`config.mk`:
```
export PLATFORM = sky130hd
export DESIGN_NAME = lbm_axis_chunk_packer_flat
export DESIGN_NICKNAME = d
export VERILOG_FILES = /design/src/rtl/lbm_axis_chunk_packer_if.sv /design/src/rtl/lbm_axis_chunk_packer.sv /design/src/flat_wrapper.sv
export SDC_FILE = /design/constraint.sdc
export NUM_CORES = 1
export LEC_CHECK = 0
export CORE_MARGIN = 2
export CORE_UTILIZATION = 30
export CTS_CLUSTER_DIAMETER = 150
export DETAILED_ROUTE_END_ITERATION = 10
export GPL_ROUTABILITY_DRIVEN = 0
export PLACE_DENSITY = 0.53
export SETUP_SLACK_MARGIN = 0.1
export SLEW_MARGIN = 40
export SYNTH_ARGS = -nofsm -noshare
export SYNTH_HDL_FRONTEND = slang
export SYNTH_SLANG_ARGS = --single-unit
```
`constraint.sdc`:
```
create_clock -name clk -period 19.4 [get_ports clk]
set_clock_uncertainty 0.1 [all_clocks]
set_input_delay 3.88 -clock clk [delete_from_list [all_inputs] [get_ports clk]]
set_output_delay 3.88 -clock clk [all_outputs]
set_load 0.03 [all_outputs]
```
`src/rtl/lbm_axis_chunk_packer_if.sv`:
```
// Node-vector input stream and AXI-Stream beat output of the chunk packer.
// Handshake rule for both streams: a transfer happens on a rising clk edge
// where valid and ready are both high; the producer holds valid and payload
// stable until that edge, and ready may change freely while valid is low.
interface lbm_axis_chunk_packer_if #(
  parameter int DATA_WIDTH      = 16,
  parameter int ADDRESS_WIDTH   = 16,
  parameter int AXIS_DATA_WIDTH = 9 * DATA_WIDTH
);
  // solver -> packer
  logic                         node_valid;
  logic                         node_ready;
  logic [ADDRESS_WIDTH-1:0]     node_addr;
  logic [AXIS_DATA_WIDTH-1:0]   node_data;
  // packer -> DDR write path
  logic                         m00_axis_tvalid;
  logic                         m00_axis_tready;
  logic [AXIS_DATA_WIDTH-1:0]   m00_axis_tdata;
  logic [AXIS_DATA_WIDTH/8-1:0] m00_axis_tstrb;
  logic                         m00_axis_tlast;

  // packer side
  modport master (
    input  node_valid, node_addr, node_data, m00_axis_tready,
    output node_ready, m00_axis_tvalid, m00_axis_tdata, m00_axis_tstrb, m00_axis_tlast
  );

  // environment side (solver + downstream sink)
  modport slave (
    output node_valid, node_addr, node_data, m00_axis_tready,
    input  node_ready, m00_axis_tvalid, m00_axis_tdata, m00_axis_tstrb, m00_axis_tlast
  );
endinterface

```
`src/rtl/lbm_axis_chunk_packer.sv`:
```
// Collects one chunk of post-collision node vectors, checks their addresses
// are consecutive from base_addr, and streams them out as AXI-Stream beats
// through a small FIFO. Pulses chunk_compute_ready once the tlast beat left.
module lbm_axis_chunk_packer #(
  parameter int DATA_WIDTH      = 16,
  parameter int ADDRESS_WIDTH   = 16,
  parameter int CHUNK_NODES     = 64,
  parameter int FIFO_DEPTH      = 8,
  parameter int AXIS_DATA_WIDTH = 144
) (
  input  logic                      clk,
  input  logic                      rstn,
  input  logic                      start,
  input  logic [ADDRESS_WIDTH-1:0]  base_addr,
  lbm_axis_chunk_packer_if.master   bus,
  output logic                      chunk_compute_ready,
  output logic                      busy,
  output logic                      seq_err,
  output logic [ADDRESS_WIDTH-1:0]  beat_count,
  output logic [1:0]                dbg_state
);

  localparam logic [1:0] S_IDLE  = 2'd0;
  localparam logic [1:0] S_PACK  = 2'd1;
  localparam logic [1:0] S_DRAIN = 2'd2;
  localparam logic [1:0] S_DONE  = 2'd3;

  localparam int PTR_W   = $clog2(FIFO_DEPTH);
  localparam int ENTRY_W = AXIS_DATA_WIDTH + 1;

  localparam logic [PTR_W:0]         PTR_ONE  = (PTR_W + 1)'(1);
  localparam logic [ADDRESS_WIDTH-1:0] ADDR_ONE = ADDRESS_WIDTH'(1);
  localparam logic [ADDRESS_WIDTH-1:0] LAST_IDX = ADDRESS_WIDTH'(CHUNK_NODES - 1);

  // control state
  logic [1:0]               state_q, state_d;
  logic [ADDRESS_WIDTH-1:0] base_q, base_d;
  logic [ADDRESS_WIDTH-1:0] node_count_q, node_count_d;
  logic [ADDRESS_WIDTH-1:0] beat_count_q, beat_count_d;
  logic                     seq_err_q, seq_err_d;

  // beat FIFO: pointers carry one extra wrap bit to tell full from empty
  logic [PTR_W:0]           wr_ptr_q, wr_ptr_d;
  logic [PTR_W:0]           rd_ptr_q, rd_ptr_d;
  logic [ENTRY_W-1:0]       mem_q [FIFO_DEPTH];
  logic [ENTRY_W-1:0]       mem_d [FIFO_DEPTH];

  logic                     fifo_empty;
  logic                     fifo_full;
  logic [ENTRY_W-1:0]       head;
  logic                     accept;
  logic                     pop;
  logic                     node_is_last;
  logic [ADDRESS_WIDTH-1:0] exp_addr;

  // FIFO status, handshakes and output port mapping
  always_comb begin
    fifo_empty   = (wr_ptr_q == rd_ptr_q);
    fifo_full    = (wr_ptr_q[PTR_W] != rd_ptr_q[PTR_W]) &&
                   (wr_ptr_q[PTR_W-1:0] == rd_ptr_q[PTR_W-1:0]);
    head         = mem_q[rd_ptr_q[PTR_W-1:0]];
    node_is_last = (node_count_q == LAST_IDX);
    // wraps modulo 2^ADDRESS_WIDTH by construction
    exp_addr     = base_q + node_count_q;

    // a full FIFO refuses the node even if a beat leaves this cycle
    bus.node_ready      = (state_q == S_PACK) && !fifo_full;
    accept              = bus.node_valid && bus.node_ready;

    bus.m00_axis_tvalid = !fifo_empty;
    // payload gated by tvalid so stale or uninitialised entries never show
    bus.m00_axis_tdata  = fifo_empty ? '0 : head[AXIS_DATA_WIDTH-1:0];
    bus.m00_axis_tlast  = !fifo_empty && head[AXIS_DATA_WIDTH];
    bus.m00_axis_tstrb  = '1;
    pop                 = bus.m00_axis_tvalid && bus.m00_axis_tready;

    chunk_compute_ready = (state_q == S_DONE);
    busy                = (state_q != S_IDLE);
    seq_err             = seq_err_q;
    beat_count          = beat_count_q;
    dbg_state           = state_q;
  end

  // chunk sequencing, address check and beat counting
  always_comb begin
    state_d      = state_q;
    base_d       = base_q;
    node_count_d = node_count_q;
    beat_count_d = beat_count_q;
    seq_err_d    = seq_err_q;

    case (state_q)
      S_IDLE: begin
        if (start) begin
          state_d      = S_PACK;
          base_d       = base_addr;
          node_count_d = '0;
          beat_count_d = '0;
          seq_err_d    = 1'b0;
        end
      end
      S_PACK: begin
        if (accept) begin
          node_count_d = node_count_q + ADDR_ONE;
          if (node_is_last) state_d = S_DRAIN;
        end
      end
      S_DRAIN: begin
        if (pop && head[AXIS_DATA_WIDTH]) state_d = S_DONE;
      end
      S_DONE: begin
        state_d = S_IDLE;
      end
      default: begin
        state_d = S_IDLE;
      end
    endcase

    // a bad address is flagged but the node data is still packed
    if (accept && (bus.node_addr != exp_addr)) seq_err_d = 1'b1;
    if (pop) beat_count_d = beat_count_q + ADDR_ONE;
  end

  // FIFO pointer and storage updates
  always_comb begin
    wr_ptr_d = wr_ptr_q;
    rd_ptr_d = rd_ptr_q;
    mem_d    = mem_q;
    if (accept) begin
      mem_d[wr_ptr_q[PTR_W-1:0]] = {node_is_last, bus.node_data};
      wr_ptr_d = wr_ptr_q + PTR_ONE;
    end
    if (pop) rd_ptr_d = rd_ptr_q + PTR_ONE;
  end

  // control and pointer registers; reset flushes the FIFO and abandons any chunk
  always_ff @(posedge clk or negedge rstn) begin
    if (!rstn) begin
      state_q      <= S_IDLE;
      base_q       <= '0;
      node_count_q <= '0;
      beat_count_q <= '0;
      seq_err_q    <= 1'b0;
      wr_ptr_q     <= '0;
      rd_ptr_q     <= '0;
    end else begin
      state_q      <= state_d;
      base_q       <= base_d;
      node_count_q <= node_count_d;
      beat_count_q <= beat_count_d;
      seq_err_q    <= seq_err_d;
      wr_ptr_q     <= wr_ptr_d;
      rd_ptr_q     <= rd_ptr_d;
    end
  end

  // FIFO storage needs no reset: outputs are masked while the FIFO is empty
  always_ff @(posedge clk) begin
    mem_q <= mem_d;
  end

endmodule

```
`src/flat_wrapper.sv`:
```
// flat-port wrapper written by rule: the top's interface ports become plain ports
module lbm_axis_chunk_packer_flat 
#(
  parameter int DATA_WIDTH      = 16,
  parameter int ADDRESS_WIDTH   = 16,
  parameter int CHUNK_NODES     = 64,
  parameter int FIFO_DEPTH      = 8,
  parameter int AXIS_DATA_WIDTH = 144
)
  (clk, rstn, start, base_addr, chunk_compute_ready, busy, seq_err, beat_count, dbg_state, bus_node_valid, bus_node_addr, bus_node_data, bus_m00_axis_tready, bus_node_ready, bus_m00_axis_tvalid, bus_m00_axis_tdata, bus_m00_axis_tstrb, bus_m00_axis_tlast);
  lbm_axis_chunk_packer_if #(.DATA_WIDTH(DATA_WIDTH), .ADDRESS_WIDTH(ADDRESS_WIDTH), .AXIS_DATA_WIDTH(AXIS_DATA_WIDTH)) bus_i ();
  input  logic clk;
  input  logic rstn;
  input  logic start;
  input  logic [ADDRESS_WIDTH-1:0] base_addr;
  output logic chunk_compute_ready;
  output logic busy;
  output logic seq_err;
  output logic [ADDRESS_WIDTH-1:0] beat_count;
  output logic [1:0] dbg_state;
  input wire logic [$bits(bus_i.node_valid)-1:0] bus_node_valid;
  input wire logic [$bits(bus_i.node_addr)-1:0] bus_node_addr;
  input wire logic [$bits(bus_i.node_data)-1:0] bus_node_data;
  input wire logic [$bits(bus_i.m00_axis_tready)-1:0] bus_m00_axis_tready;
  output wire logic [$bits(bus_i.node_ready)-1:0] bus_node_ready;
  output wire logic [$bits(bus_i.m00_axis_tvalid)-1:0] bus_m00_axis_tvalid;
  output wire logic [$bits(bus_i.m00_axis_tdata)-1:0] bus_m00_axis_tdata;
  output wire logic [$bits(bus_i.m00_axis_tstrb)-1:0] bus_m00_axis_tstrb;
  output wire logic [$bits(bus_i.m00_axis_tlast)-1:0] bus_m00_axis_tlast;
  assign bus_i.node_valid = bus_node_valid;
  assign bus_i.node_addr = bus_node_addr;
  assign bus_i.node_data = bus_node_data;
  assign bus_i.m00_axis_tready = bus_m00_axis_tready;
  assign bus_node_ready = bus_i.node_ready;
  assign bus_m00_axis_tvalid = bus_i.m00_axis_tvalid;
  assign bus_m00_axis_tdata = bus_i.m00_axis_tdata;
  assign bus_m00_axis_tstrb = bus_i.m00_axis_tstrb;
  assign bus_m00_axis_tlast = bus_i.m00_axis_tlast;
  lbm_axis_chunk_packer #(.DATA_WIDTH(DATA_WIDTH), .ADDRESS_WIDTH(ADDRESS_WIDTH), .CHUNK_NODES(CHUNK_NODES), .FIFO_DEPTH(FIFO_DEPTH), .AXIS_DATA_WIDTH(AXIS_DATA_WIDTH)) u_core (.clk(clk), .rstn(rstn), .start(start), .base_addr(base_addr), .bus(bus_i), .chunk_compute_ready(chunk_compute_ready), .busy(busy), .seq_err(seq_err), .beat_count(beat_count), .dbg_state(dbg_state));
endmodule
```
==> results of run 1 <==
==> path summary, 6_finish.rpt <==
path | start | end | cells after the start
worst max register to register | u_core.rd_ptr_q[1] | u_core.mem_q[583] | 8
max in group asynchronous | rstn | u_core.rd_ptr_q[0] | 2
worst max-delay path | u_core.rd_ptr_q[0] | bus_m00_axis_tdata[93] | 8
worst min-delay path | u_core.beat_count[15] | u_core.beat_count[15] | 1
min in group asynchronous | rstn | u_core.beat_count[14] | 2
worst min register to register | u_core.beat_count[15] | u_core.beat_count[15] | 1
==> critical path: stages, from the launching register on <==
cell and delay (ps):
dfrtp_4 730, buf_12 340, buf_16 420, buf_6 620
buf_4 630, mux4_2 570, mux2i_1 320, nor2_1 80
clkdlybuf4s50_1 620
==> sequential cells by signal, summed over array words and instances (netlist names) <==
signal               flops
u_core.seq_err           1
u_core.rd_ptr_q          4
u_core.dbg_state         2
u_core.wr_ptr_q          4
u_core.base_q           16
u_core.node_count_q     16
u_core.beat_count       16
u_core.mem_q          1160
==> kinds of logic after synthesis <==
kind of cell | Yosys count | synth area share (%)
adders and majority gates | 24 | 0.640
other | 1 | 0.00780
AOI/OAI and AO/OA | 104 | 1.39
xor gates and xnor gates | 41 | 0.747
and+or+nand+nor | 326 | 3.11
DFF | 1219 | 75.5
buffers and inverters | 143 | 1.42
muxes | 461 | 17.2
==> synthesized netlist by cell type, types with 5 or more instances <==
master,count
a21o_1,5
a21oi_1,21
and3_1,8
buf_1,21
buf_2,44
buf_4,22
clkbuf_1,44
dfrtp_1,59
edfxtp_1,1160
ha_1,23
inv_1,10
mux2_2,17
mux2i_1,153
mux4_2,290
nand2_1,47
nand3_1,19
nand4_1,8
nor2_1,182
nor3_1,12
nor3_2,5
nor4_1,6
o211ai_1,5
o21ai_0,37
xnor2_1,28
xor2_1,13
==> final cells by class <==
cell class / count / area (um2)
clock inverter: 80 / 821
inverter: 11 / 43.8
fill: 14514 / 100000
tap: 2072 / 2590
sequential: 1219 / 36300
multi-input combinational: 974 / 11200
timing repair buffer: 397 / 4190
clock buffer: 162 / 3480
antenna: 4 / 10.0
==> through the flow <==
stage,cell area (um2),hold slack (ps),std cells
after global routing,58700,400,4915
after detailed placement,54300,372,4671
after global placement,54000,370,4662
final,58700,374,4919
after CTS,58600,380,4913
after floorplan,48200,360,2336
==> where the power goes <==
group,internal [mW],switching [mW],leakage [nW]
registers,3.30,0.140,11.3
logic,1.50,2.13,5.85
clock network,1.41,1.06,2.08
total,6.21,3.33,19.2
==> per-layer routing <==
metal	routed length (um)	part of all wire (%)	global-route usage, %
met1	48300	43	17.6
met2	53500	48	21.8
met3	7820	7.0	4.68
met4	2070	1.8	3.63
met5	252	0.22	0
==> run metrics, run 1 <==
fin util 37.0%; commonest cells after routing, fill and taps aside edfxtp_1 (1160), clkdlybuf4s50_1 (347), mux4_2 (290); GRT Total Usage 13.6%; Slew Limit Fails 0; Area Growth Syn to Fin 22.0%; share of the clock period used by the worst path 47.8%; CTS Buf Count 135; DIE AREA 0.164 mm2; Crit Path Category register to output port; Max Fclk 108 MHz; share of cells above drive strength 1 20.4%; pin count of the biggest net entering global routing 87; largest area contributor in the netlist edfxtp_1; final WL 112 mm; # DRC 0; Worst Tran Pin Value 833 ps; commonest non-fill, non-tap cell in the layout edfxtp_1; top cell type's share of synthesized area 72.4%; Final Hold Viols 0; final setup vio count 0; vias after detailed routing 23270; Die Ht 404 um; WL per Instance 22.8 um; Max-slew headroom 44.4%; Pleak 19.2 nW; Final WS setup 10130 ps; clk root buf clkbuf_16; ANT nets after route 0; Yosys warnings 0; Worst setup SP type register; Critical Path RT 15420 ps; PostCTS Resize Cnt 0; final net count 2943; total power 9.54 mW; number of buffers inserted by hold repair at cts 0; Avg Cell Area, Syn 20.7 um2; IO Pins 367; Iteration-0 DRC Markers 1726; Post-synth EDFFs 1160; clock-pin slew on the worst setup and hold paths 60 ps; Synth Register Bits 1219; CP Max Fanout 61; Core Area 0.159 mm2; CTS tree yes; fraction of registers with async set/reset 4.84%; vias per inst 4.73; setup_tns 0 ps; top cells by area, synth edfxtp_1 (72%), mux4_2 (14%), mux2i_1 (3.2%); Std-Cell Rows 146; clk_lat worst skew 770 ps; Max clock buf depth 3; most common flop cell mapped by yosys edfxtp_1; H-tree depth 4; Chip Width 404 um; min Tclk post-route 9270 ps; First-pass DRT Iterations 5; Congestion Overflow GR 0; vias in the first global route 24597; synthesized instance count 2319; Cell variety after synth 71; VDD IR max 148 uV; kind of end point of the critical path output port; Setup Fix Bufs, Post-CTS 0; initial antenna violation count 23; DP Wirelength 62.8 mm; RSZ-0062 raised after global routing no; Hold WC Path Type register to register; Pwr Density 163 mW/mm2; Sink Count 1219; first-pass GRT wire length 164 mm; port bufs 348; reg2reg setup slack 15130 ps; Post-Syn Area 0.0481 mm2; WP data arrival 5290 ps; status complete, no violations; Starting Density 30.3%; worst slack at placement 10750 ps; max_cap viols 0; part of the Yosys area used for sequential elements 75.5%
Note: power is estimated with default switching activity, not from simulation.
==> run 2: changes to the inputs <==
--- a/config.mk
+++ b/config.mk
@@ -10,7 +10,7 @@
 export CTS_CLUSTER_DIAMETER = 150
 export DETAILED_ROUTE_END_ITERATION = 10
 export GPL_ROUTABILITY_DRIVEN = 0
-export PLACE_DENSITY = 0.53
+export PLACE_DENSITY = 0.54
 export SETUP_SLACK_MARGIN = 0.1
 export SLEW_MARGIN = 40
 export SYNTH_ARGS = -nofsm -noshare
==> constraint.sdc (replaced) <==
create_clock -name clk -period 8.5 [get_ports clk]
set_clock_uncertainty 0.1 [all_clocks]
set_input_delay 1.7 -clock clk [delete_from_list [all_inputs] [get_ports clk]]
set_output_delay 1.7 -clock clk [all_outputs]
set_load 0.03 [all_outputs]
==> run 2 against run 1 <==
- hold slack got worse by 7.5 ps
- global-route usage increased by 0.18 points
- critical path depth down 1
- clock power grew 130%
- sequential cell count did not move
- sequential share of layout area shrank 0.27 points
- setup slack worse by 7700 ps
- clock-buffer cell count is 1 lower
- sequential power grew 130%
- non-clock buffer count fell by 1
- critical path type unchanged
==> run metrics, run 2 (synthesized netlist as in run 1, its figures left out) <==
final net count 2943 (unchanged); ANT nets after route 0 (unchanged); Pwr Density 373 mW/mm2 (+130%); VDD IR max 315 uV (+110%); clk root buf clkbuf_16; number of buffers inserted by hold repair at cts 0 (unchanged); clock-pin slew on the worst setup and hold paths 50 ps (about the same); RSZ-0062 raised after global routing no; Die Ht 404 um (unchanged); most used cell, CP buf_12; H-tree depth 4 (unchanged); Max-slew headroom 39.8% (-4.7 points); final WL 113 mm (+0.86%); clk_lat worst skew 780 ps (about the same); max incr delay on CP 730 ps (about the same); max_cap viols 0 (unchanged); PostCTS Resize Cnt 0 (unchanged); First-pass DRT Iterations 5 (unchanged); Sink Count 1219 (unchanged); setup_tns 0 ps (unchanged); DP Wirelength 60.2 mm (-4.1%); # DRC 0 (unchanged); Iteration-0 DRC Markers 1760 (+2.0%); port bufs 348 (unchanged); IO Pins 367 (unchanged); CP cell instances buf_12, buf_12, buf_16, mux4_2, mux2i_1, nor2_1, clkdlybuf4s50_1; final setup vio count 0 (unchanged); Worst Tran Pin Value 904 ps (+70.1 ps); commonest non-fill, non-tap cell in the layout edfxtp_1; share of cells above drive strength 1 20.6% (+0.15 points); Area Growth Syn to Fin 22.5%; Setup Fix Bufs, Post-CTS 0 (unchanged); Pleak 19.3 nW (+0.42%); CTS Buf Count 136 (+0.74%); Buf/Inv on CP 4 (-1); R2R Path Start u_core.rd_ptr_q[1]; Final Hold Viols 0 (unchanged); vias after detailed routing 23458 (+0.81%); pin count of the biggest net entering global routing 117 (+34%); Max clock buf depth 3 (unchanged); Std-Cell Rows 146 (unchanged); Max Fclk 164 MHz; Crit Path Category register to output port; DIE AREA 0.164 mm2 (unchanged); min-delay src u_core.beat_count[15]; Hold WC Path Type register to register; Critical Path RT 6700 ps (-8720 ps); vias per inst 4.77 (+0.75%); Slew Limit Fails 0 (unchanged); total power 22.0 mW (+130%); initial antenna violation count 18 (-22%); Worst setup SP type register; Largest register FFs 1160 (unchanged); status complete, no violations; first-pass GRT wire length 166 mm (+1.1%); commonest cells after routing, fill and taps aside edfxtp_1 (1160), clkdlybuf4s50_1 (347), mux4_2 (290); CTS tree yes; Crit path max-delay family buffers and inverters; slowest CP cell dfrtp_4; Chip Width 404 um (unchanged); vias in the first global route 24493 (-0.42%); CP Max Fanout 60 (-1.6%); CP startpoint u_core.rd_ptr_q[0]; Core Area 0.159 mm2 (unchanged); Biggest register u_core.mem_q; min Tclk post-route 6100 ps; Starting Density 30.3% (unchanged); GRT Total Usage 13.8% (+0.18 points); kind of end point of the critical path output port; WP data arrival 4300 ps (-990 ps); share of the clock period used by the worst path 71.8%; WL per Instance 23.0 um (+0.80%); Congestion Overflow GR 0 (unchanged)
## run 2: cell count changes in the layout (fill, tap and decap cells not counted), sizes merged
cell	previous run	this run
clkinv	61	59
bufinv	8	10
clkbuf	162	161
clkinvlp	4	9
buf	50	49
## run 2: through the flow
stage	util, %	worst slack [ps]	instance area [um2]	hold WS, ps	instances
after floorplan	-	-4160	48200	360	2336
after global placement	34.1	2800	54100	356	4658
after detailed placement	34.2	3100	54300	369	4665
after CTS	37.0	2230	58700	376	4911
after global routing	37.1	2050	58900	395	4919
final	37.1	2400	58900	366	4922
## run 2: final cells by class
type / instances / area (um2)
antenna: 4 / 10.0
clock buffer: 161 / 3550
clock inverter: 85 / 905
fill: 14493 / 99800
inverter: 11 / 43.8
multi-input combinational: 974 / 11200
sequential: 1219 / 36300
tap: 2072 / 2590
timing repair buffer: 396 / 4280
## run 2: worst register-to-register path, delay by kind of cell, from the launching register on
| family | cells | cell delay (ps) |
|---|---|---|
| flops | 1 | 690 |
| buf+inv | 3 | 1010 |
| compound gates | 1 | 370 |
| xor+xnor | 1 | 130 |
| simple gates | 3 | 1030 |
## run 2: final timing paths
path / end / slack, ps / cells after the start
max: bus_m00_axis_tdata[119] / 2400 / 7
min: u_core.beat_count[15] / 370 / 1
max reg2reg: u_core.mem_q[392] / 4660 / 8
min reg2reg: u_core.beat_count[15] / 370 / 1
max in group asynchronous: u_core.rd_ptr_q[2] / 6860 / 2
min in group asynchronous: u_core.base_q[3] / 930 / 2
## run 2: per-layer routing
| layer | up-vias | part of all wire [%] | track usage (%) | routed length, um |
|---|---|---|---|---|
| li1 | 10311 | - | - | - |
| met2 | 604 | 46 | 21.5 | 52400 |
| met1 | 12335 | 45 | 18.5 | 50500 |
| met3 | 178 | 6.8 | 4.27 | 7740 |
| met4 | 30 | 1.9 | 3.77 | 2150 |
| met5 | - | 0.16 | 0 | 181 |
## run 2: power by group
part	switching, mW	internal, mW	total [mW]
sequential	0.297	7.54	7.84
combinational	4.91	3.46	8.37
clock	2.46	3.34	5.80
total	7.67	14.3	22.0
==> run 3: changes to the inputs <==
==> constraint.sdc (replaced) <==
create_clock -name clk -period 5 [get_ports clk]
set_clock_uncertainty 0.1 [all_clocks]
set_input_delay 1 -clock clk [delete_from_list [all_inputs] [get_ports clk]]
set_output_delay 1 -clock clk [all_outputs]
set_load 0.03 [all_outputs]
==> run 3 against run 2 <==
- sequential power increased by 70%
- sequential cell count unchanged
- cell count increased by 0.10%
- critical endpoint is now bus_m00_axis_tdata[7]
- largest cell class unchanged
- largest power group unchanged
==> run metrics, run 3 (synthesized netlist as in run 1, its figures left out) <==
worst slack at placement 902 ps (-2200 ps); min Tclk post-route 4690 ps; share of the clock period used by the worst path 93.8%; Crit Path Category register to output port; # DRC 0 (unchanged); Critical Path RT 3900 ps (-2800 ps); Worst Tran Pin Value 833 ps (-70.8 ps); CTS Buf Count 136 (unchanged); CTS tree yes; Chip Width 404 um (unchanged); status complete, no violations; DIE AREA 0.164 mm2 (unchanged); max_cap viols 0 (unchanged); R2R Path Start u_core.rd_ptr_q[1]; Congestion Overflow GR 0 (unchanged); CP Capture Point bus_m00_axis_tdata[7]; Max Fclk 213 MHz; CP startpoint u_core.rd_ptr_q[0]; reg-to-reg endpoint u_core.beat_count[14]; clk root buf clkbuf_16; final setup vio count 0 (unchanged); final WL 114 mm (+0.99%); CP Max Fanout 52 (-13%); R2R depth 9 (+1); GRT Total Usage 13.8% (+0.031 points); clock-pin slew on the worst setup and hold paths 60 ps (about the same); vias after detailed routing 23639 (+0.77%); DP Wirelength 63.9 mm (+6.2%); Final Hold Viols 0 (unchanged); Max-slew headroom 44.5% (+4.7 points); H-tree depth 4 (unchanged); Biggest register u_core.mem_q; Iteration-0 DRC Markers 2031 (+15%); Starting Density 30.3% (unchanged); kind of end point of the critical path output port; Final WS setup 309 ps (-2090 ps); Hold WC Path Type primary input to async pin; Die Ht 404 um (unchanged); Pwr Density 633 mW/mm2 (+69%); Pleak 19.3 nW (+0.18%); Largest register FFs 1160 (unchanged); final net count 2948 (+0.17%); VDD IR max 593 uV (+88%); setup_tns 0 ps (unchanged); vias in the first global route 24548 (+0.22%); clk_lat worst skew 740 ps (-40 ps); Sink Count 1219 (unchanged); IO Pins 367 (unchanged); first-pass GRT wire length 166 mm (about the same); Slew Limit Fails 0 (unchanged); First-pass DRT Iterations 7 (+2); pin count of the biggest net entering global routing 93 (-21%); Worst setup SP type register; initial antenna violation count 23 (+5); Max clock buf depth 3 (unchanged); ANT nets after route 0 (unchanged); share of cells above drive strength 1 20.9% (+0.31 points); RSZ-0062 raised after global routing no; reg2reg setup slack 1660 ps (-3000 ps); Core Area 0.159 mm2 (unchanged); WL per Instance 23.2 um (+0.88%); port bufs 348 (unchanged); commonest non-fill, non-tap cell in the layout edfxtp_1; WP data arrival 3590 ps (-710 ps); Std-Cell Rows 146 (unchanged); commonest cells after routing, fill and taps aside edfxtp_1 (1160), clkdlybuf4s50_1 (347), mux4_2 (290); Area Growth Syn to Fin 22.7%; vias per inst 4.80 (+0.67%)
run 3: changes by cell type in the layout (fill, tap and decap cells not counted), moves of 3 or more:
cell        before  now
buf_16          10    2
clkinv_2        20   24
buf_12          17   31
clkinvlp_4       9    2
clkinv_1        30   33
clkinv_16        6   11
inv_16           3    0
nor3_2           8    5
buf_4           14   17
buf_6            7    2
nor3_4           1    4
run 3: through the flow:
stage	total power [mW]	hold slack (ps)	utilization (%)	instances	instance area, um2
after CTS	38.0	142	37.2	4923	59000
after floorplan	22.4	360	-	2336	48300
after global routing	39.1	197	37.2	4924	59000
after global placement	28.1	356	34.3	4674	54500
after detailed placement	28.1	367	34.4	4676	54600
final	37.4	193	37.2	4927	59000
run 3: critical path, cell delays in order, from the launching register on:
cell             delay, ps
dfrtp_4                640
buf_12                 360
mux4_2                 560
mux2i_1                460
nor2_1                  80
clkdlybuf4s50_1        610
run 3: final cells by class:
cell class	instances	area (um2)
Clock buffer	160	3500
Sequential cell	1219	36300
Tap cell	2072	2590
Inverter	11	46.3
Multi-Input combinational cell	974	11300
Timing Repair Buffer	401	4320
Fill cell	14412	99700
Antenna cell	3	7.51
Clock inverter	87	945
run 3: how the worst min path moves through the flow:
| stage | to | cells past startpoint | start | slack (ps) |
|---|---|---|---|---|
| 4_1_cts | u_core.base_q[1] | 1 | rstn | 140 |
| 5_1_grt | u_core.base_q[6] | 1 | rstn | 200 |
| 6_report | u_core.base_q[1] | 1 | rstn | 190 |
| 2_1_floorplan | u_core.wr_ptr_q[3] | 1 | u_core.wr_ptr_q[3] | 360 |
| 3_5_place_dp | u_core.beat_count[15] | 1 | u_core.beat_count[15] | 370 |
| 3_3_place_gp | u_core.beat_count[15] | 1 | u_core.beat_count[15] | 360 |
run 3: layer usage:
metal | wire length (um) | part of all wire, % | up-vias | track usage, %
li1 | - | - | 10311 | -
met5 | 270 | 0.24 | - | 0
met1 | 51700 | 45 | 12492 | 19.1
met4 | 2050 | 1.8 | 40 | 3.48
met3 | 7590 | 6.7 | 183 | 4.08
met2 | 52500 | 46 | 613 | 21.3
run 3: power by group:
part           internal, mW  switching [mW]  total (mW)
Clock                  5.57            4.19        9.76
Sequential             12.8           0.506        13.3
Combinational          5.92            8.36        14.3
run 3: repair_timing:
item / CTS / global route
gates resized for setup: 1 / 1
endpoints found under the setup margin: 1 / 1
hold buffers: 0 / 0
buffers inserted: 0 / 0
